### src/rtl/puf_pkg.sv
// rtl/puf_pkg.sv - shared types and default widths for the PUF access path
package puf_pkg;

   // Default widths shared with the TERO evaluation core
   localparam int PUF_CHALLENGE_BITS = 4;
   localparam int PUF_RESP_BITS      = 2;

   // Arbiter transaction phases
   typedef enum logic [2:0] {
      IDLE    = 3'd0,
      LAUNCH  = 3'd1,
      WAIT    = 3'd2,
      RESPOND = 3'd3,
      GUARD   = 3'd4
   } puf_arb_state_t;

endpackage

### src/rtl/puf_rr_pick.sv
// rtl/puf_rr_pick.sv - combinational round-robin picker, searches upward from last_grant+1
module puf_rr_pick #(
   parameter int NUM_REQ = 2
) (
   input  logic [NUM_REQ-1:0]         req_i,
   input  logic [$clog2(NUM_REQ)-1:0] last_grant_i,
   output logic [$clog2(NUM_REQ)-1:0] winner_o,
   output logic                       any_req_o
);

   localparam int IW = $clog2(NUM_REQ);

   // Walk offsets from farthest to nearest so the nearest set bit after last_grant wins
   always_comb begin
      winner_o  = '0;
      any_req_o = 1'b0;
      for (int k = NUM_REQ; k >= 1; k--) begin
         int idx;
         idx = int'(last_grant_i) + k;
         if (idx >= NUM_REQ) begin
            idx = idx - NUM_REQ;
         end
         if (req_i[idx]) begin
            winner_o  = IW'(idx);
            any_req_o = 1'b1;
         end
      end
   end

endmodule

### src/rtl/puf_access_arbiter.sv
// rtl/puf_access_arbiter.sv - round-robin access arbiter for a shared TERO PUF core
module puf_access_arbiter
   import puf_pkg::*;
#(
   parameter int NUM_REQ        = 2,
   parameter int CHALLENGE_BITS = PUF_CHALLENGE_BITS,
   parameter int RESP_BITS      = PUF_RESP_BITS,
   parameter int TIMEOUT_CYCLES = 4096,
   parameter int GUARD_CYCLES   = 16
) (
   input  logic                              clk,
   input  logic                              reset,
   input  logic [NUM_REQ-1:0]                req,
   input  logic [NUM_REQ*CHALLENGE_BITS-1:0] req_challenge,
   output logic [NUM_REQ-1:0]                grant,
   output logic [NUM_REQ-1:0]                ack,
   output logic [RESP_BITS-1:0]              resp_data,
   output logic                              resp_err,
   output logic                              busy,
   output logic                              core_start,
   output logic [CHALLENGE_BITS-1:0]         core_challenge,
   output logic                              core_abort,
   input  logic                              core_done,
   input  logic [RESP_BITS-1:0]              core_response
);

   localparam int IW = $clog2(NUM_REQ);
   localparam int TW = $clog2(TIMEOUT_CYCLES + 1);
   localparam int GW = $clog2(GUARD_CYCLES + 2);

   puf_arb_state_t            state_q;
   logic [IW-1:0]             last_grant_q;
   logic [IW-1:0]             owner_q;
   logic [NUM_REQ-1:0]        grant_q;
   logic [NUM_REQ-1:0]        ack_q;
   logic [RESP_BITS-1:0]      resp_data_q;
   logic                      resp_err_q;
   logic                      core_start_q;
   logic                      core_abort_q;
   logic [CHALLENGE_BITS-1:0] chal_q;
   logic [TW-1:0]             tcnt_q;
   logic [GW-1:0]             gcnt_q;

   logic [IW-1:0]             winner;
   logic                      any_req;
   logic [CHALLENGE_BITS-1:0] chal_slice [NUM_REQ];

   for (genvar g = 0; g < NUM_REQ; g++) begin : g_slice
      assign chal_slice[g] = req_challenge[g*CHALLENGE_BITS +: CHALLENGE_BITS];
   end

   puf_rr_pick #(
      .NUM_REQ (NUM_REQ)
   ) u_pick (
      .req_i        (req),
      .last_grant_i (last_grant_q),
      .winner_o     (winner),
      .any_req_o    (any_req)
   );

   // Transaction FSM: arbitration, launch, watchdog, response handshake and settle interval
   always_ff @(posedge clk or posedge reset) begin
      if (reset) begin
         state_q      <= IDLE;
         last_grant_q <= IW'(NUM_REQ - 1);
         owner_q      <= '0;
         grant_q      <= '0;
         ack_q        <= '0;
         resp_data_q  <= '0;
         resp_err_q   <= 1'b0;
         core_start_q <= 1'b0;
         core_abort_q <= 1'b0;
         chal_q       <= '0;
         tcnt_q       <= '0;
         gcnt_q       <= '0;
      end else begin
         core_start_q <= 1'b0;
         core_abort_q <= 1'b0;
         case (state_q)
            IDLE: begin
               if (any_req) begin
                  owner_q      <= winner;
                  last_grant_q <= winner;
                  grant_q      <= NUM_REQ'(1) << winner;
                  chal_q       <= chal_slice[winner];
                  core_start_q <= 1'b1;
                  state_q      <= LAUNCH;
               end
            end
            LAUNCH: begin
               tcnt_q  <= '0;
               state_q <= WAIT;
            end
            WAIT: begin
               tcnt_q <= tcnt_q + TW'(1);
               // A completion in the last allowed cycle still counts as success
               if (core_done) begin
                  resp_data_q <= core_response;
                  resp_err_q  <= 1'b0;
                  ack_q       <= grant_q;
                  state_q     <= RESPOND;
               end else if (tcnt_q == TW'(TIMEOUT_CYCLES - 1)) begin
                  resp_data_q  <= '0;
                  resp_err_q   <= 1'b1;
                  core_abort_q <= 1'b1;
                  ack_q        <= grant_q;
                  state_q      <= RESPOND;
               end
            end
            RESPOND: begin
               if (!req[owner_q]) begin
                  ack_q   <= '0;
                  grant_q <= '0;
                  gcnt_q  <= '0;
                  state_q <= (GUARD_CYCLES == 0) ? IDLE : GUARD;
               end
            end
            GUARD: begin
               if (gcnt_q == GW'(GUARD_CYCLES - 1)) begin
                  state_q <= IDLE;
               end else begin
                  gcnt_q <= gcnt_q + GW'(1);
               end
            end
            default: state_q <= IDLE;
         endcase
      end
   end

   assign grant          = grant_q;
   assign ack            = ack_q;
   assign resp_data      = resp_data_q;
   assign resp_err       = resp_err_q;
   assign busy           = (state_q != IDLE);
   assign core_start     = core_start_q;
   assign core_challenge = chal_q;
   assign core_abort     = core_abort_q;

endmodule

### config.mk
export PLATFORM = sky130hd
export DESIGN_NAME = puf_access_arbiter
export DESIGN_NICKNAME = d
export VERILOG_FILES = /design/src/rtl/puf_pkg.sv /design/src/rtl/puf_rr_pick.sv /design/src/rtl/puf_access_arbiter.sv
export SDC_FILE = /design/constraint.sdc
export NUM_CORES = 1
export LEC_CHECK = 0
export BUFFER_PORTS_ARGS = -buffer_cell sky130_fd_sc_hd__buf_2
export CAP_MARGIN = 25
export CORE_MARGIN = 1
export CORE_UTILIZATION = 62
export CTS_BUF_LIST = sky130_fd_sc_hd__clkbuf_8
export CTS_CLUSTER_DIAMETER = 40
export DETAILED_ROUTE_END_ITERATION = 12
export PLACE_DENSITY_LB_ADDON = 0.15
export SYNTH_ARGS = -nofsm -noshare
export SYNTH_HDL_FRONTEND = slang
export SYNTH_HIERARCHICAL = 1
export SYNTH_SLANG_ARGS = --single-unit
### constraint.sdc
create_clock -name clk -period 2.67 [get_ports clk]
set_input_delay 0.4005 -clock clk [delete_from_list [all_inputs] [get_ports clk]]
set_output_delay 0.4005 -clock clk [all_outputs]
set_load 0.02 [all_outputs]
==> results of run 1 <==
registers in the layout, indices dropped and copies added (netlist names):
register,count
core_start,1
resp_data,2
state_q,3
core_abort,1
core_challenge,4
gcnt_q,5
grant,2
ack,2
owner_q,1
tcnt_q,13
last_grant_q,1
resp_err,1
cell families after synthesis:
kind of cell,count (synthesis),share of synthesized area [%]
muxes,15,8.71
AOI/OAI and AO/OA,32,11.9
DFF,36,51.0
buffers and inverters,15,4.53
and+or+nand+nor,73,21.7
adders and majority gates,3,2.12
metal layers:
layer  routed length [um]  up-vias
met3                  114        6
li1                     -      682
met5                    0        -
met1                 1410      668
met4                   46        0
met2                 1710       32
placed cells by master, fill, tap and decap left out, drive strengths merged, types with 2 or more instances in the layout:
cell / netlist / routed
buf: 3 / 29
o211ai: 4 / 4
nand2: 24 / 24
nor2b: 2 / 2
mux2i: 12 / 12
ha: 3 / 3
inv: 7 / 7
or3b: 3 / 3
nor3: 3 / 3
o21ai: 13 / 13
nand4: 5 / 5
nand3: 11 / 11
a21oi: 5 / 5
o31ai: 2 / 2
clkbuf: 5 / 7
dfrtp: 35 / 35
mux2: 3 / 3
or4: 2 / 2
a32o: 2 / 2
and4: 2 / 2
or2: 2 / 2
nor2: 12 / 12
cell type report:
cell class              count  area share (%)
flip-flops and latches     36            45.2
well taps                  31            1.94
clock buffers               7            4.82
inverters                   7            1.32
multi-input cells         123            39.3
repair buffers             29            7.39
worst min path at each step:
| stage | slack (ns) | depth (start not counted) | endpoint |
|---|---|---|---|
| 6_report | 0.20 | 3 | tcnt_q[11] |
| 5_1_grt | 0.25 | 3 | tcnt_q[1] |
| 4_1_cts | 0.21 | 3 | tcnt_q[1] |
| 3_5_place_dp | 0.47 | 2 | last_grant_q |
| 3_3_place_gp | 0.45 | 2 | last_grant_q |
| 2_1_floorplan | 0.44 | 1 | gcnt_q[3] |
worst max-delay path, stage by stage (launching register included):
cell and delay [ns]:
dfrtp_1 0.38, ha_1 0.26, nand4_1 0.21, o41ai_1 0.62
nand2_1 0.21, a32o_1 0.25
where the power goes:
group / internal (mW) / total (mW) / switching (mW)
Clock: 0.229 / 0.407 / 0.178
Sequential: 0.707 / 0.844 / 0.137
Combinational: 0.268 / 0.719 / 0.451
Total: 1.20 / 1.97 / 0.766
==> impl_summary.md, run 1 <==
Status
The flow ran to the end, and the final reports show no timing, DRC or antenna violations.

Timing
For the finished layout, the period the worst path requires is 2.05 ns. Based on the critical path, the design can be clocked at up to 487 MHz. Setup repair after global routing left no endpoint under its margin. The relative slew slack is 59.1%. Between clock sinks in the finished design, the worst skew comes to 0.00578 ns. The number of endpoints with negative hold slack in the final report is 0. For the final routed database, the setup TNS stands at 0 ns. The max-slew violation total from the final report was 0.

The setup slack after layout is 0.616 ns. The tightest hold margin is 0.200 ns. For the pin with the worst max-slew slack, the measured transition is 0.611 ns. Setup violations remaining at the end of the flow were counted as 0. The final critical path takes up 76.9% of the cycle.

Yosys
The fraction of the yosys area taken by sequential cells is 51.0%. The most common cell in the synthesized netlist is dfrtp_1. The synthesized area divided by synthesized cell count is 10.2 um2. The fraction of synthesized cell area taken by the top area cell type is 49.5%. In the synthesized netlist, the cells that appear most often are dfrtp_1 (35), nand2_1 (24), o21ai_0 (13).

After technology mapping, the gate count stands at 174. Of all cell types, the one taking the most synthesized area is dfrtp_1. The synthesized netlist net count is 192. The synthesized netlist occupies a cell area of 0.00177 mm2.

The synthesized design contains 0 enable-type register cells. Of all flip-flops after synthesis, the portion carrying an async set or reset was 100%. The count of synthesis-stage warnings from yosys is 6. The leading register cell type out of synthesis is dfrtp_1. Synthesis instantiated 40 different standard cells from the library.

Synthesis inferred 36 register bits. Ranked by total cell area, the synthesized netlist is headed by dfrtp_1 (50%), mux2i_1 (6.8%), nand2_1 (5.1%), o21ai_0 (3.7%), nand3_1 (3.1%).

Clock network
The source-to-sink clock delay at the later pin of the worst-skew pair is 0.29 ns. The clock edge transition at the registers on the reported setup and hold paths is 0.07 ns. The number of sinks driven by the clock tree is 36.

The clock tree from TritonCTS is yes. The clock passes through at most 2 buffers. The post-CTS setup buffer count is 0.

The root buffer cell chosen for the clock tree is clkbuf_8. The clock buffer count from CTS is 5. The clock tree synthesis step divided the H-tree into 2 levels. For this design, the CTS-stage hold fixing added 0 buffers. The number of gates given a new drive strength after cts is 0.

Routing
The first-pass iteration count of the detailed router is 6. After detailed routing, the average wire length per cell comes to 14.1 um. Summed over all layers, the routed wires come to 3270 um. The antenna violation net count after detailed routing is 0. After detailed routing, the number of remaining DRC violations is 0. The overall via count from detail_route is 1,388. The ratio of routed vias to standard cells is 5.96. The DRC marker count from the first detailed-route iteration is 74.

GRT
The sum of overflow across all layers after global routing is 0. The fraction of met1 tracks used by global routing is 30.1%. The layer with the highest usage is met2. The first global-routing pass estimated 5840 um of wire.

Entering global routing, the biggest net connects 37 pins. The met3 global-route usage is 7.03%. The met2 layer usage reported by global route is 39.4%. In the global route stage, overall resource usage came out at 24.3%.

The initial antenna violation count is 0. The number of global-route vias before repair was 1,361.

Floorplan
The area of the die is 0.00307 mm2. 29 I/O pins were placed. The floorplan has 19 rows. The overall die height is 55.4 um.

The area of the placeable core is 0.00273 mm2. Once the floorplan was initialized, standard cells occupied 64.7% of the core. The x dimension of the die is 55.4 um.

Run
Across the run, the number of max-cap violations was 0.

Pwr
VDD sags by at most 0.802 mV. The power consumption is 1.97 mW. For this design the static power due to leakage is 0.983 nW. The ratio of total power to cell area is 987 mW/mm2.

Layout
The final layout contains 220 nets. After filler insertion, the fill cell instance count of the layout stands at 199. Compared with the post-synthesis result, the final layout area differs by 13.0%. The final non-filler cell area is 0.00200 mm2. The combined area of the multi-input logic cells is 786 um2.

Registers take 902 um2. Cells fill 73.0% of the core in the end. The post-layout instance count excluding filler cells is 233.

In the final layout, the share of cells above drive strength 1 is 23.8%. 0 antenna diodes ended up in the layout.

Place
The placed wire-length estimate after detailed placement is 2440 um. The placed cell count is 226. Timing analysis after detailed placement gives a worst setup slack of 0.652 ns. The cell area after placement is 0.00190 mm2. The count of buffers inserted at the top-level ports is 28. The final weighted congestion in routability-driven placement is 0.741.

Worst setup path
Data arrives at the worst endpoint at 2.23 ns. The critical path endpoint is resp_data[1]. The endpoint class of the critical path is a flop.

By startpoint and endpoint, the worst setup path is classified as flop to flop. The critical path launch point type is a flop. The startpoint of the worst-slack reg-to-reg timing path is tcnt_q[0]. For flop-to-flop paths, the worst setup slack is 0.62 ns. For the worst setup path, the data required time is 2.84 ns. The endpoint identified for the worst register-to-register timing path is resp_data[1].

The startpoint of the most critical setup path is tcnt_q[0]. Of all nets on the critical path, the largest fanout is 6. Counting cells, the worst reg-to-reg path comes to 5.

Min path
The path type of the worst min-delay path is input pin to asynchronous set/reset pin.
No activity file was read; power rests on OpenSTA's default activity.
==> run 2, diff against run 1 <==
--- a/config.mk
+++ b/config.mk
@@ -8,7 +8,7 @@
 export BUFFER_PORTS_ARGS = -buffer_cell sky130_fd_sc_hd__buf_2
 export CAP_MARGIN = 25
 export CORE_MARGIN = 1
-export CORE_UTILIZATION = 62
+export CORE_UTILIZATION = 52
 export CTS_BUF_LIST = sky130_fd_sc_hd__clkbuf_8
 export CTS_CLUSTER_DIAMETER = 40
 export DETAILED_ROUTE_END_ITERATION = 12
==> constraint.sdc (replaced) <==
create_clock -name clk -period 1.75 [get_ports clk]
set_input_delay 0.2625 -clock clk [delete_from_list [all_inputs] [get_ports clk]]
set_output_delay 0.2625 -clock clk [all_outputs]
set_load 0.02 [all_outputs]
==> impl_summary.md, run 2 (synthesis gave the netlist of run 1 again) <==
GRT
The overall routing resource usage is 23.8%. The global routing stage identified its most utilized layer as met2. For met3 alone, demand over resource in global routing was 4.55%.

The number of global-route vias before repair is 1,423. The fraction of met1 tracks used by global routing is 30.0%. For this run, global-route usage on met2 was measured as 40.5%. The largest net degree at the start of global routing is 16. The sum of overflow across all layers after global routing is 0. The first global-routing pass estimated 6320 um of wire. The initial antenna violation count is 0.

Pwr
The ratio of total power to cell area is 1450 mW/mm2. Summed over all cells, the static leakage comes to 1.11 nW. The power consumption is 3.21 mW.

VDD sags by at most 0.899 mV.

Layout
More flip-flops sit in one register than any other, and that register is tcnt_q. The top cell types in the final layout, fill and taps aside, are dfrtp_1 (35), buf_2 (28), nand2_1 (24). For this run, the number of standard cells in the final layout without fillers is 269. The register with the most flip-flops in the layout has 13 of them.

After routing the design area is 0.00221 mm2. The final layout contains 242 nets. The most common cell after layout, fill and taps aside is dfrtp_1. The fraction of layout cells with a size suffix above 1 is 33.3%. The number of diodes added for antenna fixing is 0. Counting the fill cells in the layout gives 239. Compared with the post-synthesis result, the final layout area differs by 25.0%.

Timing
Subtracting the final worst setup slack from the clock period gives 1.66 ns. Setup repair after global routing left no endpoint under its margin. For the final routed database, the setup TNS stands at 0 ns. Headroom to the max-slew limit came out at 60.6%.

The final period utilization is 94.7%. The max-slew violation total from the final report is 0. The worst-margin pin slew is 0.589 ns. The setup slack after layout is 0.0930 ns. Between clock sinks in the finished design, the worst skew comes to 0.0118 ns. The final number of setup-violating endpoints is 0. The number of endpoints with negative hold slack in the final report came to 0.

For this run, the top clock speed supported by timing is 603 MHz.

Place
The pre-CTS setup slack is 0.0152 ns. The congestion estimate from routability-driven global placement came to 0.842. Input and output buffers added on the ports amount to 28. After detailed placement, the total cell area comes to 0.00206 mm2.

The placed wire-length estimate after detailed placement is 2780 um. The placed cell count is 258.

Routing
The total wire length is 3760 um. In the routed design, unresolved DRC markers number 0. The first routing iteration left 152 violations.

The ratio of routed vias to standard cells is 5.58. The first TritonRoute pass finished after 4 iterations. The detail route stage leaves a number of antenna-violating nets equal to 0.

Dividing the detail-routed wire length by the instance count gives 14.0 um. The routed layout has 1,500 vias.

Worst setup path
The class of the most critical setup path is flop to flop. The critical path goes through ha_2, nand4_1, buf_4, or4_4, nand3_1, o211ai_1. The critical path launch point type is a flop.

The endpoint class of the critical path is a flop. At the worst endpoint, the required time is 1.92 ns. In this run the worst path has a maximum fanout of 4. The slowest stage of the critical path belongs to the cell or4_4.

For this run, the slowest stage of the critical path takes 0.52 ns. STA puts the critical path data arrival time at 1.83 ns.

Min path
The path type of the worst min-delay path is input pin to flop.

Run
The max-cap check violation count is 0.

Clock network
In this run the deepest clock path goes through 2 buffers. The clock buffer count from CTS is 5. The clock net in this run drives a total of 36 sinks. The depth of the CTS H-tree is 2. The source-to-sink clock delay at the later pin of the worst-skew pair is 0.29 ns. The clock tree from TritonCTS is yes. After clock tree synthesis, the clock-pin slew on the worst setup and hold paths is 0.08 ns. The root buffer cell is clkbuf_8.

Floorplan
The area of the placeable core is 0.00313 mm2. Once the floorplan was initialized, standard cells occupied 56.5% of the core. In this run the horizontal extent of the chip is 60.3 um. In this run the core area contains 20 standard-cell rows.

The area of the die is 0.00364 mm2. During I/O placement, the number of pins put on the boundary was 29. The floorplan step set the die height to 60.3 um.

Status
The flow ran to the end, and the final reports show no timing, DRC or antenna violations.
==> run 2: what timing repair did <==
action / in CTS / in global routing
setup buffers: 1 / 1
endpoints found under the hold margin: 10 / 0
pin swaps: 0 / 4
hold buffers: 1 / 0
gates resized for setup: 0 / 6
endpoints found under the setup margin: 4 / 7
==> run 2: per-layer routing <==
metal	wire, um	share of wire [%]
met3	139	3.7
met5	0	0
met1	1620	43
met4	51	1.4
met2	1950	52
==> run 2: power by group <==
group | switching [mW] | internal [mW] | leakage (nW)
Sequential | 0.170 | 1.08 | 0.469
Clock | 0.297 | 0.314 | 0.0510
Combinational | 0.786 | 0.563 | 0.591
Total | 1.25 | 1.96 | 1.11
==> run 2: path summary, 6_finish.rpt <==
kind / slack (ns) / to / startpoint / cells past startpoint
worst min register to register: 0.46 / last_grant_q / last_grant_q / 2
min in group asynchronous: 0.51 / ack[1] / reset / 3
worst max register to register: 0.09 / ack[1] / tcnt_q[1] / 6
worst max-delay path: 0.09 / ack[1] / tcnt_q[1] / 6
worst min-delay path: 0.23 / resp_data[0] / core_response[0] / 2
max in group asynchronous: 0.64 / last_grant_q / reset / 4
==> run 2: worst max-delay path, delay by kind of cell, from the launching register on <==
family | cells | cell delay [ns]
AND/OR/NAND/NOR | 3 | 0.73
adder cells (fa/ha/maj) | 1 | 0.19
buffers and inverters | 1 | 0.17
AO/OA/AOI/OAI | 1 | 0.09
flip-flops | 1 | 0.36
==> run 2: through the flow <==
step	utilization [%]	hold WS, ns
floorplan	-	0.334
global placement	65.8	0.276
detailed placement	65.8	0.287
CTS	69.4	0.232
global route	70.6	0.228
finish	70.6	0.234
==> run 2: cell type report <==
class,instances,area (um2),area share (%)
Clock buffer,6,82.6,3.74
Clock inverter,2,10.0,0.453
Inverter,7,26.3,1.19
Multi-Input combinational cell,123,818,37.0
Sequential cell,36,902,40.8
Tap cell,44,55.1,2.49
Timing Repair Buffer,51,315,14.3
==> run 3, diff against run 2 <==
--- a/config.mk
+++ b/config.mk
@@ -7,6 +7,7 @@
 export LEC_CHECK = 0
 export BUFFER_PORTS_ARGS = -buffer_cell sky130_fd_sc_hd__buf_2
 export CAP_MARGIN = 25
+export CORE_ASPECT_RATIO = 1.75
 export CORE_MARGIN = 1
 export CORE_UTILIZATION = 52
 export CTS_BUF_LIST = sky130_fd_sc_hd__clkbuf_8
==> impl_summary.md, run 3 (synthesis gave the netlist of run 1 again) <==
Timing
The number of endpoints with negative hold slack in the final report is 0. In this run the tightest slew margin relative to its limit is 70.2%. Hold timing on the final database bottoms out at a slack of 0.0576 ns. Derived from the worst setup path, the maximum achievable clock frequency is 593 MHz. The final critical path time including I/O delays and setup is 1.69 ns. At the pin with the least slew margin, the transition time is 0.447 ns. The worst clock skew is 0.0103 ns. The max-slew violation total from the final report came to 0.

Setup violations remaining at the end of the flow were counted as 0. The final period utilization is 96.3%.

Worst setup path
The worst path arrival time is 1.85 ns. STA puts the critical path data required time at 1.92 ns. Of all nets on the critical path, the largest fanout is 6. The class of the most critical setup path is flop to flop.

The endpoint class of the critical path is a flop. The critical path launch point type is a flop.

Pwr
In this run the power density over the cells is 1540 mW/mm2. The power consumption is 3.46 mW. The proportion of power drawn by flip-flops and latches is 36.3%. In this run, the clock network consumes 23.1% of the power. For this design the static power due to leakage is 1.12 nW.

The share of total power dissipated in combinational logic is 40.6%. The worst-case IR drop observed on VDD is 1.18 mV. Summed over all nets, the switching power comes to 1.27 mW. The switching portion of total power is 36.6%. The total internal power is 2.20 mW.

Layout
The flip-flop count of the largest register, all copies and words added is 13. The most flop-heavy register is tcnt_q. For this run, the post-layout net count is 242. The library cell used most frequently in the layout, excluding fill and tap cells, is dfrtp_1. The layout-stage area growth over the synthesis result is 27.1%. The fraction of layout cells with a size suffix above 1 is 34.2%. In the layout the commonest cells are dfrtp_1 (34), buf_2 (28), nand2_1 (24). The number of diodes added for antenna fixing is 0.

Clock network
The clock net in this run drives a total of 36 sinks. The clock buffer count from CTS is 5. The clock tree from TritonCTS is yes. Buffers inserted to repair hold after CTS numbered 0.

The depth of the CTS H-tree is 2. The cell sitting at the root of the clock tree is a clkbuf_8. Clock-pin slew was measured on the worst setup and hold paths at 0.07 ns.

Clock latency on the worst-skew pair, taken at its later pin, is 0.29 ns. The maximum clock insertion buffer count is 2.

GRT
The number of global-route vias before repair is 1,426. After global routing the overflow that remains totals 0. In the global route stage, overall resource usage came out at 22.6%.

The initial antenna violation count was 0. Entering global routing, the biggest net connects 37 pins. The global-route wire length before repair is 6010 um.

Floorplan
In this run the vertical extent of the chip is 79.1 um. The x dimension of the die is 46.1 um. The floorplan has 27 rows. The area of the die is 0.00365 mm2. The area of the placeable core is 0.00318 mm2.

The initial cell density of the core is 55.7%. In this run the count of I/O pins placed on the die edge is 29.

Status
The run finished with clean final reports.

Routing
The routed design has 3760 um of wire. The DRC marker count from the first detailed-route iteration is 37. Dividing the detail-routed via count by the number of cells gives 5.50.

The antenna violation net count after detailed routing is 0. For this run, the detailed router's first-pass iteration total came to 4. The average detailed-routed wire length per instance is 14.0 um. For this run, design rule violations remaining after detail routing come to 0. For this block, the via count after detailed routing is 1,473.

Run
The max-cap check violation count is 0.

Min path
The worst hold path belongs to the class input pin to asynchronous set/reset pin.

Place
Buffers placed on the I/O ports in this run total 28. The placed wire-length estimate after detailed placement is 2750 um. At the end of routability-driven placement, the weighted congestion stood at 0.833.
## run 3: changes by cell type in the layout (fill, tap and decap cells not counted), sizes merged
cell,before,now
dlygate4sd3,1,0
bufinv,0,1
clkinv,2,0
buf,50,51
clkbuf,6,7
## run 3: power groups by stage
stage	registers, mW	clock network (mW)	logic, mW
detailed placement	1.27	0	1.33
finish	1.26	0.798	1.41
CTS	1.25	0.812	1.33
global placement	1.25	0	1.27
global route	1.28	0.849	1.53
floorplan	1.38	0	0.748
## run 3: area by class of cell
cell class                 count  area [um2]
clock inverter                 1        30.0
inverter                       7        26.3
fill                         246         928
sequential                    36         903
tap                           43        53.8
clock buffer                   7        96.3
timing repair buffer          51         313
multi-input combinational    123         825
## run 3: per-layer routing
metal  part of all wire [%]  wire length, um  up-vias  track usage [%]
met5                      0                0        -                0
met4                    2.3               85        0             10.6
met3                    3.1              115        8             5.00
met2                     57             2150       34             40.4
met1                     38             1410      712             23.3
li1                       -                -      719                -
## run 3: per-stage QoR
| step | utilization (%) | setup slack, ns | instances | area [um2] | TNS (ns) |
|---|---|---|---|---|---|
| 2_1_floorplan | - | -0.0438 | 174 | 1770 | -0.0475 |
| 3_3_place_gp | 64.3 | 0.0380 | 255 | 2040 | 0 |
| 3_5_place_dp | 64.3 | -0.0224 | 255 | 2040 | -0.0224 |
| 4_1_cts | 68.4 | 0.000881 | 263 | 2170 | 0 |
| 5_1_grt | 70.8 | -0.0127 | 268 | 2250 | -0.0138 |
| 6_report | 70.8 | 0.0645 | 268 | 2250 | 0 |
## run 3: critical path: stages (launching register included)
cell and delay, ns:
dfrtp_1 0.40, or3b_4 0.43, or3_4 0.42, o211ai_1 0.22
o31ai_1 0.10
## run 3: final timing paths
path,from,endpoint,cells past startpoint,slack (ns)
min in group clk,core_done,resp_err,2,0.21
min,reset,gcnt_q[2],3,0.06
max in group asynchronous,reset,state_q[1],3,1.35
min reg2reg,last_grant_q,last_grant_q,2,0.47
max reg2reg,state_q[2],tcnt_q[10],4,0.06
max,state_q[2],tcnt_q[10],4,0.06
## run 3: repair_timing
action / CTS / global route
resized for setup: 1 / 7
pin swaps: 1 / 6
setup buffers: 0 / 5
setup endpoints to repair: 5 / 14
